## src/rtl/control_pipeline_pkg.sv

```systemverilog
// ----------------------------------------------------------------------------
// control_pipeline_pkg
//   Shared definitions for the execute-side control pipeline:
//   - ARM condition-field encodings (Instr[31:28])
//   - NZCV bit positions within the flags register
//   - packed control bundles carried by each pipeline register
// ----------------------------------------------------------------------------
package control_pipeline_pkg;

  // ARM condition field encodings.
  typedef enum logic [3:0] {
    COND_EQ = 4'b0000,
    COND_NE = 4'b0001,
    COND_CS = 4'b0010,
    COND_CC = 4'b0011,
    COND_MI = 4'b0100,
    COND_PL = 4'b0101,
    COND_VS = 4'b0110,
    COND_VC = 4'b0111,
    COND_HI = 4'b1000,
    COND_LS = 4'b1001,
    COND_GE = 4'b1010,
    COND_LT = 4'b1011,
    COND_GT = 4'b1100,
    COND_LE = 4'b1101,
    COND_AL = 4'b1110,
    COND_NV = 4'b1111
  } cond_e;

  // Bit positions inside the 4-bit NZCV register.
  localparam int FLAG_N = 3;
  localparam int FLAG_Z = 2;
  localparam int FLAG_C = 1;
  localparam int FLAG_V = 0;

  // Everything the D->E register holds. An all-zero value is a bubble.
  typedef struct packed {
    logic [3:0] cond;
    logic       pcsrc;
    logic       regwrite;
    logic       memtoreg;
    logic       memwrite;
    logic [1:0] alu_control;
    logic       branch;
    logic       alusrc;
    logic [1:0] flagwrite;
  } ctrl_e_t;

  // E->M register contents (write enables already condition-gated).
  typedef struct packed {
    logic regwrite;
    logic memwrite;
    logic memtoreg;
    logic pcsrc;
  } ctrl_m_t;

  // M->W register contents.
  typedef struct packed {
    logic regwrite;
    logic memtoreg;
    logic pcsrc;
  } ctrl_w_t;

endpackage

```

## src/rtl/control_pipeline_cond_check.sv

```systemverilog
// ----------------------------------------------------------------------------
// cond_check
//   Purely combinational condition evaluation for the Execute stage.
//   Decides whether the instruction in E executes, and computes the value
//   the NZCV register takes at the end of this E cycle.
//
// Ports:
//   i_cond        in  4  condition field of the instruction in E
//   i_flags       in  4  current NZCV register (before this instruction)
//   i_flag_write  in  2  [1]=update N,Z  [0]=update C,V
//   i_alu_flags   in  4  NZCV produced by the ALU this cycle
//   o_cond_ex     out 1  condition passed
//   o_flags_next  out 4  NZCV value to load at the next rising edge
// ----------------------------------------------------------------------------
module cond_check
  import control_pipeline_pkg::*;
(
  input  logic [3:0] i_cond,
  input  logic [3:0] i_flags,
  input  logic [1:0] i_flag_write,
  input  logic [3:0] i_alu_flags,
  output logic       o_cond_ex,
  output logic [3:0] o_flags_next
);

  logic w_n, w_z, w_c, w_v;
  logic w_cond_ex;

  assign w_n = i_flags[FLAG_N];
  assign w_z = i_flags[FLAG_Z];
  assign w_c = i_flags[FLAG_C];
  assign w_v = i_flags[FLAG_V];

  always_comb begin
    // NOTE: a default before the case keeps every path assigned, so no latch
    // is inferred even if an encoding were ever left out of the case list.
    w_cond_ex = 1'b0;
    case (i_cond)
      COND_EQ: w_cond_ex = w_z;
      COND_NE: w_cond_ex = !w_z;
      COND_CS: w_cond_ex = w_c;
      COND_CC: w_cond_ex = !w_c;
      COND_MI: w_cond_ex = w_n;
      COND_PL: w_cond_ex = !w_n;
      COND_VS: w_cond_ex = w_v;
      COND_VC: w_cond_ex = !w_v;
      COND_HI: w_cond_ex = w_c & !w_z;
      COND_LS: w_cond_ex = !w_c | w_z;
      COND_GE: w_cond_ex = (w_n == w_v);
      COND_LT: w_cond_ex = (w_n != w_v);
      COND_GT: w_cond_ex = !w_z & (w_n == w_v);
      COND_LE: w_cond_ex = w_z | (w_n != w_v);
      COND_AL: w_cond_ex = 1'b1;
      default: w_cond_ex = 1'b0;  // NV: never executes
    endcase
  end

  // The N,Z and C,V halves are written independently; a failed condition
  // suppresses both.
  always_comb begin
    o_flags_next = i_flags;
    if (i_flag_write[1] && w_cond_ex) begin
      o_flags_next[FLAG_N] = i_alu_flags[FLAG_N];
      o_flags_next[FLAG_Z] = i_alu_flags[FLAG_Z];
    end
    if (i_flag_write[0] && w_cond_ex) begin
      o_flags_next[FLAG_C] = i_alu_flags[FLAG_C];
      o_flags_next[FLAG_V] = i_alu_flags[FLAG_V];
    end
  end

  assign o_cond_ex = w_cond_ex;

endmodule

```

## src/rtl/control_pipeline.sv

```systemverilog
// ----------------------------------------------------------------------------
// control_pipeline
//   Carries the decode-stage control bundle through the D->E, E->M and M->W
//   pipeline registers, owns the NZCV flags register, evaluates the ARM
//   condition field in Execute and squashes the state-changing controls of
//   condition-failed instructions.
//
// Build option:
//   CTRL_SQUASH_CNT_EN  when defined, SquashCnt counts (saturating) the cycles
//                       in which E holds a condition-failed instruction that
//                       would have changed state. Otherwise SquashCnt is 0.
//
// Parameters:
//   FLAGS_RST  reset value of NZCV (bit3=N, bit2=Z, bit1=C, bit0=V)
//   CNT_W      width of the squash counter
//
// Ports:
//   clk, reset (async, active-high)
//   FlushE                       bubble into the D->E register
//   CondD, PCSrcD, RegWriteD, MemtoRegD, MemWriteD, ALUControlD, BranchD,
//   ALUSrcD, FlagWriteD          decode-stage controls
//   ALUFlagsE                    NZCV from the Execute ALU
//   ALUControlE, ALUSrcE, MemtoRegE, PCSrcE, BranchTakenE   Execute outputs
//   RegWriteM, MemWriteM, MemtoRegM, PCSrcM                 Memory outputs
//   RegWriteW, MemtoRegW, PCSrcW                            Writeback outputs
//   FlagsQ                       current NZCV register
//   SquashCnt                    squash counter (0 when the option is off)
// ----------------------------------------------------------------------------
module control_pipeline
  import control_pipeline_pkg::*;
#(
  parameter logic [3:0] FLAGS_RST = 4'b0000,
  parameter int         CNT_W     = 16
) (
  input  logic             clk,
  input  logic             reset,
  input  logic             FlushE,
  input  logic [3:0]       CondD,
  input  logic             PCSrcD,
  input  logic             RegWriteD,
  input  logic             MemtoRegD,
  input  logic             MemWriteD,
  input  logic [1:0]       ALUControlD,
  input  logic             BranchD,
  input  logic             ALUSrcD,
  input  logic [1:0]       FlagWriteD,
  input  logic [3:0]       ALUFlagsE,
  output logic [1:0]       ALUControlE,
  output logic             ALUSrcE,
  output logic             MemtoRegE,
  output logic             PCSrcE,
  output logic             BranchTakenE,
  output logic             RegWriteM,
  output logic             MemWriteM,
  output logic             MemtoRegM,
  output logic             PCSrcM,
  output logic             RegWriteW,
  output logic             MemtoRegW,
  output logic             PCSrcW,
  output logic [3:0]       FlagsQ,
  output logic [CNT_W-1:0] SquashCnt
);

  ctrl_e_t    r_de;
  ctrl_m_t    r_em;
  ctrl_w_t    r_mw;
  logic [3:0] r_flags;

  ctrl_e_t    w_de_next;
  ctrl_m_t    w_em_next;
  logic       w_cond_ex;
  logic [3:0] w_flags_next;
  logic       w_regwrite_ge;
  logic       w_memwrite_ge;
  logic       w_pcsrc_ge;

  // ---------------------------------------------------------------- D -> E
  // A flush only replaces what is being captured; the instruction already in
  // E still completes, including its flag update.
  always_comb begin
    w_de_next             = '0;
    if (!FlushE) begin
      w_de_next.cond        = CondD;
      w_de_next.pcsrc       = PCSrcD;
      w_de_next.regwrite    = RegWriteD;
      w_de_next.memtoreg    = MemtoRegD;
      w_de_next.memwrite    = MemWriteD;
      w_de_next.alu_control = ALUControlD;
      w_de_next.branch      = BranchD;
      w_de_next.alusrc      = ALUSrcD;
      w_de_next.flagwrite   = FlagWriteD;
    end
  end

  // NOTE: clocked state uses non-blocking assignments so every register
  // samples the pre-edge value of the others, independent of block order.
  always_ff @(posedge clk or posedge reset) begin
    if (reset) r_de <= '0;
    else       r_de <= w_de_next;
  end

  // ---------------------------------------------------------------- Execute
  cond_check u_cond_check (
    .i_cond       (r_de.cond),
    .i_flags      (r_flags),
    .i_flag_write (r_de.flagwrite),
    .i_alu_flags  (ALUFlagsE),
    .o_cond_ex    (w_cond_ex),
    .o_flags_next (w_flags_next)
  );

  assign w_pcsrc_ge    = r_de.pcsrc    & w_cond_ex;
  assign w_regwrite_ge = r_de.regwrite & w_cond_ex;
  assign w_memwrite_ge = r_de.memwrite & w_cond_ex;

  assign ALUControlE  = r_de.alu_control;
  assign ALUSrcE      = r_de.alusrc;
  assign MemtoRegE    = r_de.memtoreg;  // ungated: hazard unit needs it raw
  assign PCSrcE       = w_pcsrc_ge;
  assign BranchTakenE = r_de.branch & w_cond_ex;

  // Condition is evaluated against r_flags, so an instruction never sees its
  // own flag update; the next one in E does.
  always_ff @(posedge clk or posedge reset) begin
    if (reset) r_flags <= FLAGS_RST;
    else       r_flags <= w_flags_next;
  end

  assign FlagsQ = r_flags;

  // ---------------------------------------------------------------- E -> M
  always_comb begin
    w_em_next          = '0;
    w_em_next.regwrite = w_regwrite_ge;
    w_em_next.memwrite = w_memwrite_ge;
    w_em_next.memtoreg = r_de.memtoreg;
    w_em_next.pcsrc    = w_pcsrc_ge;
  end

  always_ff @(posedge clk or posedge reset) begin
    if (reset) r_em <= '0;
    else       r_em <= w_em_next;
  end

  assign RegWriteM = r_em.regwrite;
  assign MemWriteM = r_em.memwrite;
  assign MemtoRegM = r_em.memtoreg;
  assign PCSrcM    = r_em.pcsrc;

  // ---------------------------------------------------------------- M -> W
  always_ff @(posedge clk or posedge reset) begin
    if (reset) begin
      r_mw <= '0;
    end else begin
      r_mw.regwrite <= r_em.regwrite;
      r_mw.memtoreg <= r_em.memtoreg;
      r_mw.pcsrc    <= r_em.pcsrc;
    end
  end

  assign RegWriteW = r_mw.regwrite;
  assign MemtoRegW = r_mw.memtoreg;
  assign PCSrcW    = r_mw.pcsrc;

  // ---------------------------------------------------------- squash count
`ifdef CTRL_SQUASH_CNT_EN
  logic [CNT_W-1:0] r_squash_cnt;
  logic             w_squash;

  // A squash is only interesting if the failed instruction would have
  // changed architectural or control-flow state.
  assign w_squash = !w_cond_ex &
                    (r_de.regwrite | r_de.memwrite | r_de.pcsrc |
                     r_de.branch   | (|r_de.flagwrite));

  always_ff @(posedge clk or posedge reset) begin
    if (reset) begin
      r_squash_cnt <= '0;
    end else if (w_squash && (r_squash_cnt != '1)) begin
      r_squash_cnt <= r_squash_cnt + CNT_W'(1);
    end
  end

  assign SquashCnt = r_squash_cnt;
`else
  assign SquashCnt = '0;
`endif

endmodule

```

## config.mk

```make
export PLATFORM = sky130hd
export DESIGN_NAME = control_pipeline
export DESIGN_NICKNAME = d
export VERILOG_FILES = /design/src/rtl/control_pipeline_pkg.sv /design/src/rtl/control_pipeline_cond_check.sv /design/src/rtl/control_pipeline.sv
export SDC_FILE = /design/constraint.sdc
export NUM_CORES = 1
export LEC_CHECK = 0
export ABC_AREA = 0
export BUFFER_PORTS_ARGS = -buffer_cell sky130_fd_sc_hd__buf_2
export CAP_MARGIN = 25
export CORE_UTILIZATION = 45
export CTS_CLUSTER_SIZE = 20
export DETAILED_ROUTE_END_ITERATION = 6
export PLACE_DENSITY_LB_ADDON = 0.25
export SLEW_MARGIN = 30
export SYNTH_ARGS = -nofsm -noshare
export SYNTH_HDL_FRONTEND = slang
export SYNTH_HIERARCHICAL = 1
export SYNTH_SLANG_ARGS = --single-unit
```

## constraint.sdc

```tcl
create_clock -name clk -period 2.2 [get_ports clk]
set_input_delay 0.44 -clock clk [delete_from_list [all_inputs] [get_ports clk]]
set_output_delay 0.44 -clock clk [all_outputs]
set_load 0.05 [all_outputs]
```

# Word level (Yosys, flattened, before mapping)
# Cells that the tools add are included.
[classes]
eq_ne = 16
n_mux = 2
bitwise = 8
n_reduce_logical = 7
[ops]
columns = ["op", "n"]
rows = [
  ["$eq A4 B4 Y1 const B", 7],
  ["$eq A4 B3 Y1 const B", 4],
  ["$pmux W1 S15", 1],
  ["$mux W14", 1],
  ["$eq A4 B2 Y1 const B", 2],
  ["$and A1 B1 Y1", 6],
  ["$eq A4 B1 Y1 const B", 1],
  ["$logic_not A1 Y1", 4],
  ["$logic_not A4 Y1", 1],
  ["$logic_and A1 B1 Y1", 2],
  ["$or A1 B1 Y1", 2],
  ["$eq A1 B1 Y1", 1],
  ["$ne A1 B1 Y1", 1],
]
[totals]
reg_bits = 25
input_bits = 21

# Longest topological paths before layout
[logic_depth]
ltp_word = 4
ltp_mapped = 7
mapped_depth_nobuf = 6

# Modules after synthesis
# The synthesis kept the hierarchy.
[modules_own_cells]
columns = ["module", "instances", "cells_per_inst", "area_per_inst_um2", "seq_area_each_um2"]
rows = [
  ["control_pipeline", 1, 64, 920.9, 625.6],
  ["cond_check", 1, 31, 260.2, 0.0],
]

# Worst setup path after synthesis
# OpenSTA, ideal clock, no wires.
[synth_timing]
kind = "register -> output"
start = "register r_flags[2] (netlist: FlagsQ[2])"
end = "output PCSrcE"
arrival_ns = 2.041
required_ns = 1.760
path_slack_ns = -0.281
path_stages_with_launch = 7
cell_sequence = "dfrtp_1 > and2b_1 > a22oi_2 > xnor2_1 > o32ai_4 > or2_2 > and2_1"
[synth_between]
elab_chain_len = 4
elab_cells_between_ends = 7
[synth_lines]
columns = ["item", "line_no", "source"]
rows = [
  ["start, declared", "control_pipeline.sv:67", "logic [3:0] r_flags;"],
  ["start signal, assigned", "control_pipeline.sv:126", "else r_flags <= w_flags_next;"],
  ["$logic_not A1 Y1", "control_pipeline_cond_check.sv:40, control_pipeline_cond_check.sv:47, control_pipeline_cond_check.sv:51", ""],
  ["$and A1 B1 Y1, on equally long branches", "control_pipeline_cond_check.sv:51, control_pipeline_cond_check.sv:47", ""],
  ["$pmux W1 S15 (*)", "control_pipeline_cond_check.sv:38", "case (i_cond)"],
  ["net w_cond_ex", "control_pipeline.sv:71", "logic w_cond_ex;"],
  ["$and A1 B1 Y1 (*)", "control_pipeline.sv:112", "assign w_pcsrc_ge = r_de.pcsrc & w_cond_ex;"],
  ["end, declared", "control_pipeline.sv:51", "output logic PCSrcE,"],
]
# The timed path passes the listed nets; every way through them passes the cells marked *.

# Final worst setup path
[layout_timing]
start = "register r_flags[0] (netlist: FlagsQ[0])"
end = "output BranchTakenE"
[layout_between]
elab_chain_len = 4
elab_cells_between_ends = 7
[layout_lines]
columns = ["item", "line_no", "source"]
rows = [
  ["$ne A1 B1 Y1 or $eq A1 B1 Y1 (tied branches)", "-", ""],
  ["$or A1 B1 Y1 or $and A1 B1 Y1 (tied branches)", "control_pipeline_cond_check.sv:52, control_pipeline_cond_check.sv:51", ""],
  ["$pmux W1 S15 (*)", "control_pipeline_cond_check.sv:38", ""],
  ["net w_cond_ex", "control_pipeline.sv:71", ""],
  ["$and A1 B1 Y1 (*)", "control_pipeline.sv:120", "assign BranchTakenE = r_de.branch & w_cond_ex;"],
  ["end, declared", "control_pipeline.sv:52", "output logic BranchTakenE,"],
]
# Marks and branches as above.

==> results.json <==
{
  "async_flop_share_pct": 100.0,
  "worstReg2RegEnd": "FlagsQ[3]$_DFF_PP0_",
  "total_leakage_power_nw": 0.7920,
  "wl_met3_um": 138,
  "die-area_um2": 2833,
  "crit_path_start_kind": "flop",
  "floorplan.initialDensity_pct": 47.68,
  "clock-sinks": 25,
  "io_pins": 54,
  "layout-drive-gt1-share_pct": 55.17,
  "holdWs_ns": 0.1411,
  "fin_crit_sh_pct": 114.7,
  "grt_start_max_net_pins": 26,
  "synth_compound_area_share_pct": 7.945,
  "grt_overflow_total": 0,
  "coreArea_um2": 2477,
  "synth_area_leaders": "dfrtp_1, buf_4, nor2b_2, mux2_1, and2b_1",
  "finClkSkew_ns": 0.001987,
  "wl_met1_um": 765,
  "clock_latency_ns": 0.31,
  "yosys.area_share.adder_pct": 0,
  "critPathCaptureType": "output pin",
  "grt_pass1_vias": 695,
  "reg2reg_depth": 9,
  "cp.arrival_ns": 2.08,
  "die_w_um": 53.23,
  "htreeDepth": 1,
  "routed_wl_mm": 1.964,
  "rows": 18,
  "muxShareOfSynthArea_pct": 4.661,
  "fillers": 214,
  "grt.total_usage_pct": 15.25,
  "regToRegStartpoint": "FlagsQ[3]$_DFF_PP0_",
  "finish.instance_area_um2": 1509,
  "fin_ws_ns": -0.3235,
  "drt-initial-drc-count": 8,
  "slew_viol_final": 0,
  "top_register": "r_de",
  "gp_congestion": 0.8869,
  "wl_per_cell_um": 11.22,
  "grt_pass1_wl_mm": 2.973,
  "synth.most_common_cell": "dfrtp_1",
  "top_layer": "met4",
  "io_buffers": 37,
  "die_h_um": 53.23,
  "hold_viol": 0,
  "status": "finished with violations",
  "placed_area_um2": 1385,
  "peakVddDrop_mv": 0.6974,
  "min_period_ns": 2.524,
  "synth_top_cell_area_share_pct": 52.97,
  "cts_inserted_buffers": 3,
  "regToRegSetupSlack_ns": 0.04,
  "crit_fanout": 3,
  "hpwl_mm": 1.362,
  "synth.top_cells.by_count": "dfrtp_1, buf_4, nor2b_2",
  "preCtsSetupSlack_ns": -0.05496,
  "hold_class": "primary input to async pin",
  "finalSetupViolations": 2,
  "path_clk_slew_ns": 0.13,
  "routed-via-count": 802,
  "synth_edf_count": 0,
  "synth-xor-area-share_pct": 2.225,
  "synth_top_family_by_area": "simple AND/OR/NAND/NOR gates",
  "postCtsHoldBufs": 0,
  "synth_largest_area_cell": "dfrtp_1",
  "fmax_mhz": 396.3,
  "cts_root_buf": "clkbuf_4",
  "synthCells": 95,
  "viasPerCell": 4.583,
  "area_growth_pct": 27.75,
  "largest_reg_flops": 10,
  "ant_nets": 0,
  "final_core_util_pct": 60.91,
  "yosysWarnings": 6,
  "grt_antenna_before_repair": 0,
  "clk_path_buf_depth": 2,
  "synth_flop_cell": "dfrtp_1",
  "required_ns": 1.76,
  "cts_tree": "yes",
  "synth_area_um2": 1181,
  "synth-seq-cells": 25,
  "synth.yosys.seq_area_share_pct": 52.97,
  "cap_violations": 0,
  "first_pass_iters": 4,
  "violations": "negative setup slack",
  "fin_nets": 167,
  "ys_types": 29,
  "drc": 0,
  "wl_met2_mm": 1.042,
  "synthSimpleGateAreaFrac_pct": 17.58,
  "p_per_area_nw_per_um2": 1041,
  "syn_avg_cell_area_um2": 12.43,
  "rsz0062_at_grt": "true",
  "critPathKind": "flop to output pin",
  "n_antenna_cell": 0
}
[logic make-up after synthesis]
| logic type | Yosys count |
|---|---|
| AND/OR/NAND/NOR | 29 |
| flip-flops | 25 |
| buffers and inverters | 23 |
| AO/OA/AOI/OAI | 9 |
| multiplexers | 5 |
| XOR/XNOR | 3 |
| other | 1 |
[critical path: stages, from the launching register on]
cell and delay, ns:
dfrtp_2 0.47, buf_6 0.13, or3b_1 0.35, o31ai_1 0.08
a32oi_1 0.13, o32ai_4 0.16, or2_4 0.18, and2_4 0.14
buf_8 0.14
[metal layers]
metal,global-route usage (%),vias to the layer above
met3,4.023,6
li1,-,377
met2,25.00,51
met1,18.07,368
met4,7.895,0
met5,0,-
[power by group]
part           switching (mW)  leakage (nW)  internal, mW  total [mW]
registers              0.0665         0.317         0.531       0.598
logic                   0.466         0.458         0.308       0.774
clock network           0.131        0.0177        0.0679       0.199
total                   0.664         0.792         0.907        1.57
[layout by cell type (no fill, tap or decap), types with 2 or more instances in the layout]
| master | netlist | layout |
|---|---|---|
| and2_1 | 4 | 2 |
| dfrtp_2 | 0 | 4 |
| buf_2 | 0 | 35 |
| buf_6 | 2 | 3 |
| buf_8 | 0 | 2 |
| clkbuf_4 | 0 | 3 |
| dfrtp_1 | 25 | 21 |
| mux2_1 | 4 | 2 |
| buf_4 | 18 | 11 |
| nor2b_2 | 10 | 10 |
| and2_4 | 0 | 2 |
| nand2_1 | 3 | 3 |
| o21ai_4 | 0 | 2 |
| conb_1 | 1 | 16 |
| and2b_1 | 4 | 4 |
| mux2_4 | 0 | 2 |
| inv_1 | 3 | 3 |
[what timing repair did]
action	CTS	global route
buffers inserted	3	2
pin swaps	5	5
setup endpoints to repair	2	2
resized for setup	9	7
[cell type report]
class,count,area [µm²],share of cell area [%]
tap,30,37.54,2.488
timing repair buffer,51,321.6,21.31
inverter,3,11.26,0.7463
multi-input combinational,62,480.5,31.84
clock inverter,1,5.005,0.3317
sequential,25,630.6,41.79
clock buffer,3,22.52,1.493
[worst max-delay path by stage]
stage	startpoint	slack, ns	end
final	FlagsQ[0]$_DFF_PP0_	-0.32	BranchTakenE
after global routing	FlagsQ[0]$_DFF_PP0_	-0.39	BranchTakenE
after CTS	FlagsQ[0]$_DFF_PP0_	-0.32	PCSrcE
after detailed placement	FlagsQ[3]$_DFF_PP0_	-0.05	PCSrcE
after global placement	r_de[13]$_DFF_PP0_	-0.03	BranchTakenE
after floorplan	FlagsQ[3]$_DFF_PP0_	-0.06	PCSrcE
[through the flow]
step,total power [mW],TNS (ns),std cells
finish,1.571,-0.6428,175
global route,1.657,-0.7985,175
CTS,1.520,-0.6427,173
detailed placement,1.261,-0.1047,166
global placement,1.250,-0.06037,166
floorplan,1.116,-0.1177,110
Note: power is estimated with default switching activity, not from simulation.
